## config.mk

```make
export PLATFORM = sky130hd
export DESIGN_NAME = nfca_rx_frame_check
export DESIGN_NICKNAME = d
export VERILOG_FILES = /design/src/rtl/nfca_rx_frame_check.sv
export SDC_FILE = /design/constraint.sdc
export NUM_CORES = 1
export LEC_CHECK = 0
export BUFFER_PORTS_ARGS = -buffer_cell sky130_fd_sc_hd__buf_4
export CORE_MARGIN = 1
export CORE_UTILIZATION = 40
export CTS_CLUSTER_DIAMETER = 40
export DETAILED_ROUTE_END_ITERATION = 6
export PLACE_DENSITY = 0.62
export SLEW_MARGIN = 20
export SYNTH_ARGS = -nofsm -noshare
export SYNTH_HDL_FRONTEND = slang
export SYNTH_SLANG_ARGS = --single-unit
```

## constraint.sdc

```tcl
create_clock -name clk -period 3.01 [get_ports clk]
set_input_delay 0.4515 -clock clk [delete_from_list [all_inputs] [get_ports clk]]
set_output_delay 0.4515 -clock clk [all_outputs]
set_load 0.01 [all_outputs]
```

## src/rtl/nfca_rx_frame_check.sv

```systemverilog
// NFC-A RX frame checker: buffers one PICC frame, checks CRC_A, then
// replays it over a ready/valid stream with tlast and a status summary.
// Ports:
//   clk, rstn (sync, active-low), crc_en (sampled on first beat)
//   in_t*   : parser beats (valid/data/datab/end/err), no backpressure
//   m_t*    : output stream (valid/ready/data/datab/last)
//   st_*    : frame status pulse and held summary (len/crc_ok/col/err)
module nfca_rx_frame_check #(
  parameter int DEPTH = 64
) (
  input  logic                         rstn,
  input  logic                         clk,
  input  logic                         crc_en,
  input  logic                         in_tvalid,
  input  logic [7:0]                   in_tdata,
  input  logic [3:0]                   in_tdatab,
  input  logic                         in_tend,
  input  logic                         in_terr,
  output logic                         m_tvalid,
  input  logic                         m_tready,
  output logic [7:0]                   m_tdata,
  output logic [3:0]                   m_tdatab,
  output logic                         m_tlast,
  output logic                         st_valid,
  output logic [$clog2(DEPTH+1)-1:0]   st_len,
  output logic                         st_crc_ok,
  output logic                         st_col,
  output logic                         st_err
);

  localparam int LW = $clog2(DEPTH + 1);
  localparam int AW = $clog2(DEPTH);

  typedef enum logic [1:0] {
    S_COLLECT,
    S_EVAL,
    S_DRAIN
  } state_t;

  state_t state, state_d;

  logic [7:0]    mem_d [DEPTH];
  logic [3:0]    mem_b [DEPTH];
  logic [LW-1:0] wr_ptr;
  logic [LW-1:0] rd_ptr;
  logic [15:0]   crc;
  logic          col;
  logic          err;
  logic          ovr;
  logic          started;
  logic          crc_en_q;

  logic          beat;
  logic          storable;
  logic          full;
  logic          wr_en;
  logic          is_col;
  logic          fold;
  logic          crc_ok_c;
  logic          err_c;
  logic          strip_c;
  logic [LW-1:0] len_c;
  logic          xfer;
  logic          drain_done;

  // Reflected CRC_A, one byte, LSB first.
  function automatic logic [15:0] crc_byte(
    input logic [15:0] c,
    input logic [7:0]  d
  );
    logic [15:0] r;
    r = c;
    for (int i = 0; i < 8; i++) begin
      r = (r >> 1) ^ ((r[0] ^ d[i]) ? 16'h8408 : 16'h0000);
    end
    return r;
  endfunction

  assign beat     = (state == S_COLLECT) && in_tvalid;
  assign storable = beat && (in_tdatab != 4'd0);
  assign full     = (wr_ptr == LW'(DEPTH));
  assign wr_en    = storable && !full;
  assign is_col   = beat && !in_tend &&
                    (in_tdatab != 4'd0) && (in_tdatab < 4'd8);
  assign fold     = wr_en && !in_tend && (in_tdatab == 4'd8);

  // Frame summary, valid while in EVAL.
  assign crc_ok_c = !crc_en_q ||
                    ((crc == 16'h0000) && (wr_ptr >= LW'(2)));
  assign err_c    = err || ovr || (wr_ptr == '0);
  assign strip_c  = crc_en_q && crc_ok_c && !col && !err_c;
  assign len_c    = strip_c ? (wr_ptr - LW'(2)) : wr_ptr;

  assign xfer       = m_tvalid && m_tready;
  assign drain_done = (state == S_DRAIN) &&
                      ((st_len == '0) || (xfer && m_tlast));

  always_comb begin
    state_d = state;
    unique case (state)
      S_COLLECT: if (beat && in_tend) state_d = S_EVAL;
      S_EVAL:    state_d = S_DRAIN;
      S_DRAIN:   if (drain_done) state_d = S_COLLECT;
      default:   state_d = S_COLLECT;
    endcase
  end

  always_ff @(posedge clk) begin
    if (!rstn) state <= S_COLLECT;
    else       state <= state_d;
  end

  always_ff @(posedge clk) begin
    if (wr_en) begin
      mem_d[wr_ptr[AW-1:0]] <= in_tdata;
      mem_b[wr_ptr[AW-1:0]] <= in_tdatab;
    end
  end

  always_ff @(posedge clk) begin
    if (!rstn) begin
      wr_ptr    <= '0;
      rd_ptr    <= '0;
      crc       <= 16'h6363;
      col       <= 1'b0;
      err       <= 1'b0;
      ovr       <= 1'b0;
      started   <= 1'b0;
      crc_en_q  <= 1'b0;
      m_tvalid  <= 1'b0;
      m_tdata   <= '0;
      m_tdatab  <= '0;
      m_tlast   <= 1'b0;
      st_valid  <= 1'b0;
      st_len    <= '0;
      st_crc_ok <= 1'b0;
      st_col    <= 1'b0;
      st_err    <= 1'b0;
    end else begin
      st_valid <= 1'b0;
      unique case (state)
        S_COLLECT: begin
          if (beat) begin
            started <= 1'b1;
            if (!started) crc_en_q <= crc_en;
          end
          if (wr_en)             wr_ptr <= wr_ptr + LW'(1);
          if (storable && full)  err    <= 1'b1;
          if (is_col)            col    <= 1'b1;
          if (beat && in_tend && in_terr) err <= 1'b1;
          if (fold)              crc    <= crc_byte(crc, in_tdata);
        end
        S_EVAL: begin
          st_valid  <= 1'b1;
          st_len    <= len_c;
          st_crc_ok <= crc_ok_c;
          st_col    <= col;
          st_err    <= err_c;
          // Overrun already reported; only a beat now re-arms it.
          ovr       <= in_tvalid;
          if (len_c != '0) begin
            m_tvalid <= 1'b1;
            m_tdata  <= mem_d[0];
            m_tdatab <= mem_b[0];
            m_tlast  <= (len_c == LW'(1));
            rd_ptr   <= LW'(1);
          end
        end
        S_DRAIN: begin
          if (in_tvalid) ovr <= 1'b1;
          if (xfer) begin
            if (m_tlast) begin
              m_tvalid <= 1'b0;
              m_tlast  <= 1'b0;
            end else begin
              m_tdata  <= mem_d[rd_ptr[AW-1:0]];
              m_tdatab <= mem_b[rd_ptr[AW-1:0]];
              m_tlast  <= ((rd_ptr + LW'(1)) == st_len);
              rd_ptr   <= rd_ptr + LW'(1);
            end
          end
        end
        default: ;
      endcase
      // Fresh frame context whenever COLLECT is re-entered.
      if (drain_done) begin
        wr_ptr  <= '0;
        crc     <= 16'h6363;
        col     <= 1'b0;
        err     <= 1'b0;
        started <= 1'b0;
      end
    end
  end

endmodule

```

# Yosys cells after proc, flatten, opt, wreduce, memory -nomap -nowiden
# Memory sizes are Yosys's and may differ from the RTL's. A register that Yosys moved wholly into a read port is not among the register bits.
# Cells that the tools add are included.
totals:
  register_bits: 62
  mem_count: 2
  mem_bits_rw: 768
  word_cells: 146
  output_inout_bits: 25
classes:
  n_eq_ne: 13
  bitwise: 18
  n_addsub: 3
  reduce_logical: 47
  mux: 43
  order_cmp: 2
memory_table:
  columns: ["memory", "depth", "width", "rd", "rd_ports_with_merged_regs", "wr", "line_no", "source"]
  rows:
  - ["mem_d", 64, 8, 2, 1, 1, "42", "logic [7:0] mem_d [DEPTH];"]
  - ["mem_b", 64, 4, 2, 1, 1, "43", "logic [3:0] mem_b [DEPTH];"]
op_table:
  columns: ["cell", "n"]
  rows:
  - ["2-to-1 mux 16 bit", 8]
  - ["bitwise XOR 15 x 16 -> 16 bit", 8]
  - ["2-to-1 mux 7 bit", 4]
  - ["2-to-1 mux 6 bit", 4]
  - ["2-to-1 mux 8 bit", 3]
  - ["logical AND 1 bit", 18]
  - ["zero test 16 bit", 1]
  - ["case mux 8 bit (2 select lines)", 1]
  - ["adder 7 x 1 -> 7 bit (second input constant)", 2]
  - ["zero test 7 bit", 2]
  - ["case mux 7 bit (2 select lines)", 1]
  - ["AND reduction 2 bit", 7]
  - ["2-to-1 mux 1 bit", 12]
  - ["2-to-1 mux 4 bit", 3]
  - ["inequality test 2 bit (second input constant)", 6]
  - ["case mux 4 bit (2 select lines)", 1]
  - ["AND reduction 4 bit", 2]
  - ["bitwise XOR 1 bit", 8]
  - ["equality test 7 x 1 -> 1 bit (second input constant)", 1]
  - ["equality test 7 bit", 1]
  - ["equality test 7 bit (second input constant)", 1]
  - [">= comparator 7 x 2 -> 1 bit (second input constant)", 1]
  - ["nonzero test 7 bit", 1]
  - ["subtractor 7 x 2 -> 7 bit (second input constant)", 1]
  - ["other kinds (16)", 29]

# Depth between registers and ports, before layout
logic_depth:
  ltp_word: 24
  depth_mapped: 11

# Worst setup path before layout
# Ideal clock, no wire load.
synth_timing:
  kind: "reg2reg"
  from: "register wr_ptr[1]"
  to: "memory mem_b[30][0] (enable)"
  arrival_ns: 2.606
  synth_period_minus_slack_ns: 3.002
  path_slack_ns: 0.008
  required_ns: 2.614
  path_stages_with_launch: 7
  cell_sequence: "dfxtp_1 inv_1 ha_1 nor2b_1 a311oi_2 nand3_1 nor3_1"
synth_via:
  elab_chain_len: 5
synth_lines:
  columns: ["item", "line_no", "source"]
  rows:
  - ["from (decl)", "44", "logic [LW-1:0] wr_ptr;"]
  - ["from (signal assigned)", "147", "if (wr_en) wr_ptr <= wr_ptr + LW'(1);"]
  - ["equality test 7 bit", "81", "assign full = (wr_ptr == LW'(DEPTH));"]
  - ["zero test 1 bit", "82", "assign wr_en = storable && !full;"]
  - ["logical AND 1 bit", "82", null]
  - ["2-to-1 mux 1 bit", "114", "if (wr_en) begin"]
  - ["2-to-1 mux 1 bit (not written as such)", "116", "mem_b[wr_ptr[AW-1:0]] <= in_tdatab;"]
  - ["to (decl)", "43", null]
# Several ways; a longest one is shown, not always the timed one.

==> reports/results.tsv <==
metric	value	unit
skew	0.01927	ns
synth_edf_count	768	
cts_tree	yes	
diodes	0	
wl_per_cell	26.57	um
cts_hold_buf	0	
netlist_instances	1766	
wl	83.84	mm
io_buffers	43	
hold_viol	0	
hp-start	crc_en	
pin_count	44	
grt_overflow_total	0	
worstSetupPathType	register to register	
core_region_area	82240	um2
relSlewSlack	36.40	%
ys_warn_count	0	
avgSynthCellArea	18.84	um2
final_max_slew_viol_count	0	
clockPowerShare	47.9	%
synth.cell_area	33270	um2
setup_violations	0	
required	3.51	ns
grt_antenna_before_repair	3	
min_period_over_period	97.92	%
min_period	2.947	ns
hold_path_end	crc_en_q	
p_int	21530	uW
postRouteAntennaNets	0	
whs_path_depth	3	
path_clk_slew	0.05	ns
power_leakage	0.01265	uW
clock_sinks	836	
fp.dieW	290.4	um
place_inst	2956	
reg2reg_slack	0.06	ns
cts_resized	0	
worstMarginPinSlew	0.9477	ns
p_sw_share	21.50	%
grt_usage	20.01	%
drive_above_1_share	28.38	%
yosysTopAreaCell	edfxtp_1	
syn_nets	1797	
fp.dieH	290.4	um
grt_max_degree	66	
status	completed	
first_global_vias	18341	
max_freq	339.3	MHz
drtIter0Drc	1666	
ys_top_cells_by_count	768 x edfxtp_1, 176 x mux4_2, 117 x nor2_1	
power.switching	5896	uW
hold_path.class	primary input to register	
synth_most_common_cell	edfxtp_1	
fin_nets	2026	
rsz0062_at_grt	false	
syn_to_final_growth	18.97	%
drc_errors	0	
fin_setup_tns	0	ns
end_kind	register	
start_util	40.46	%
synth_seq_cells	836	
grt_pass1_wl	123.6	mm
r2r-end	m_tdata[0]	
synth_seq_area_share	73.40	%
dpl.hpwl	53.84	mm
rows	105	
vias_per_cell	5.679	
place.gp.congestion	0.9423	
die_area	84340	um2
cts_made_buffers	107	
worstPathMaxFanout	54	
maxCapViolCount	0	
vias	17923	
fin_cells	3156	
cellPowerDensity	692.8	nW/um2
reg2regPathDepth	7	
clockBufferDepth	3	
clockRootBuffer	clkbuf_16	
pwr-share-comb	5.2	%
post-cts-setup-buffers	0	
cp.arrival	3.44	ns
h-tree-depth	3	
peakVddDrop	0.4919	mV
synth_ff_type	edfxtp_1	
ys_types	68	
netlist.area_leader.share	69.31	%
yosys-top-cells-area	edfxtp_1 69%, mux4_2 12%, dfxtp_1 4.1%	
startpoint_type	register	
pwr-share-seq	46.9	%
clk_latency	0.66	ns
synthArstFlopShare	0	%
drt_first_pass_iters	5	
cells by family after synthesis:
group,share of synthesized area [%]
DFF,73.40
and+or+nand+nor,4.276
muxes,14.34
AOI/OAI and AO/OA,4.509
buffers and inverters,1.775
xor gates and xnor gates,1.245
adders and majority gates,0.4512
routing by layer:
layer / global-route usage, % / share of wire (%) / up-vias
met5: 0 / 0 / -
met4: 7.253 / 3.4 / 0
met3: 4.084 / 7.3 / 145
met2: 32.04 / 48 / 720
met1: 27.13 / 41 / 9350
li1: - / - / 7708
cell usage in the layout, fill, tap and decap left out, drive strengths merged, types with 6 or more instances in the layout:
cell / netlist / layout
clkinvlp: 0 / 14
bufinv: 0 / 17
mux4: 176 / 176
a22oi: 28 / 28
ha: 12 / 12
or3: 6 / 6
inv: 11 / 22
nor3: 13 / 13
a311oi: 11 / 11
mux2: 6 / 6
nand2b: 12 / 12
a211oi: 16 / 16
nand2: 54 / 54
o211ai: 11 / 11
nand3: 34 / 34
and3: 8 / 8
edfxtp: 768 / 768
clkbuf: 25 / 117
o21ai: 23 / 23
o22ai: 10 / 10
a31oi: 9 / 9
dfxtp: 68 / 68
nor2: 118 / 118
a22o: 9 / 9
xor2: 21 / 21
xnor2: 21 / 21
a21oi: 64 / 64
nor4: 8 / 8
a221oi: 11 / 11
mux2i: 74 / 74
clkinv: 1 / 42
nor2b: 13 / 13
buf: 68 / 213
nand4: 9 / 9
registers in the layout, indices dropped and copies added, names as in the netlist, 2 cells and up, named ones only:
name / cells
m_tdata: 8
st_len: 7
mem_d: 512
mem_b: 256
state: 2
crc: 16
wr_ptr: 7
m_tdatab: 4
rd_ptr: 7
area by class of cell:
| cell class | instances | area (um2) |
|---|---|---|
| fillers | 6726 | 42660 |
| flip-flops and latches | 836 | 24440 |
| multi-input cells | 825 | 8279 |
| clock buffers | 117 | 2778 |
| repair buffers | 213 | 1737 |
| well taps | 1070 | 1339 |
| clock inverters | 83 | 970.9 |
| inverters | 12 | 45.04 |
per-stage QoR:
stage	area [um2]	utilization (%)	total power, uW	hold WS, ns	worst slack (ns)
final	39580	48.13	27420	0.06584	0.06259
after global routing	39580	48.13	28230	0.03059	0.01801
after CTS	39580	48.12	27630	0.01971	0.1175
after detailed placement	35830	43.56	14530	0.4830	0.1291
after global placement	35830	43.56	14500	0.4768	0.1630
after floorplan	33270	-	13900	0.4316	0.008167
worst max-delay path: stages (launching register included):
cell and delay (ns):
dfxtp_4 0.55, buf_12 0.41, mux4_2 0.56, mux2i_1 0.22
nor2_1 0.07, a221oi_1 0.58, o2111a_1 0.29, a211oi_1 0.08
how the worst max path moves through the flow:
stage	to	slack, ns
2_1_floorplan	mem_b[30][0]	0.008
3_3_place_gp	m_tdata[0]	0.16
3_5_place_dp	m_tdata[0]	0.13
4_1_cts	m_tdata[0]	0.12
5_1_grt	m_tdata[0]	0.02
6_report	m_tdata[0]	0.06
power by group through the flow:
| stage | sequential [uW] | clock [uW] | combinational (uW) |
|---|---|---|---|
| 6_report | 12900 | 13100 | 1420 |
| 5_1_grt | 12900 | 13800 | 1510 |
| 4_1_cts | 12900 | 13300 | 1430 |
| 3_5_place_dp | 13100 | 0 | 1420 |
| 3_3_place_gp | 13100 | 0 | 1390 |
| 2_1_floorplan | 13100 | 0 | 834 |
No activity file was read; power rests on OpenSTA's default activity.
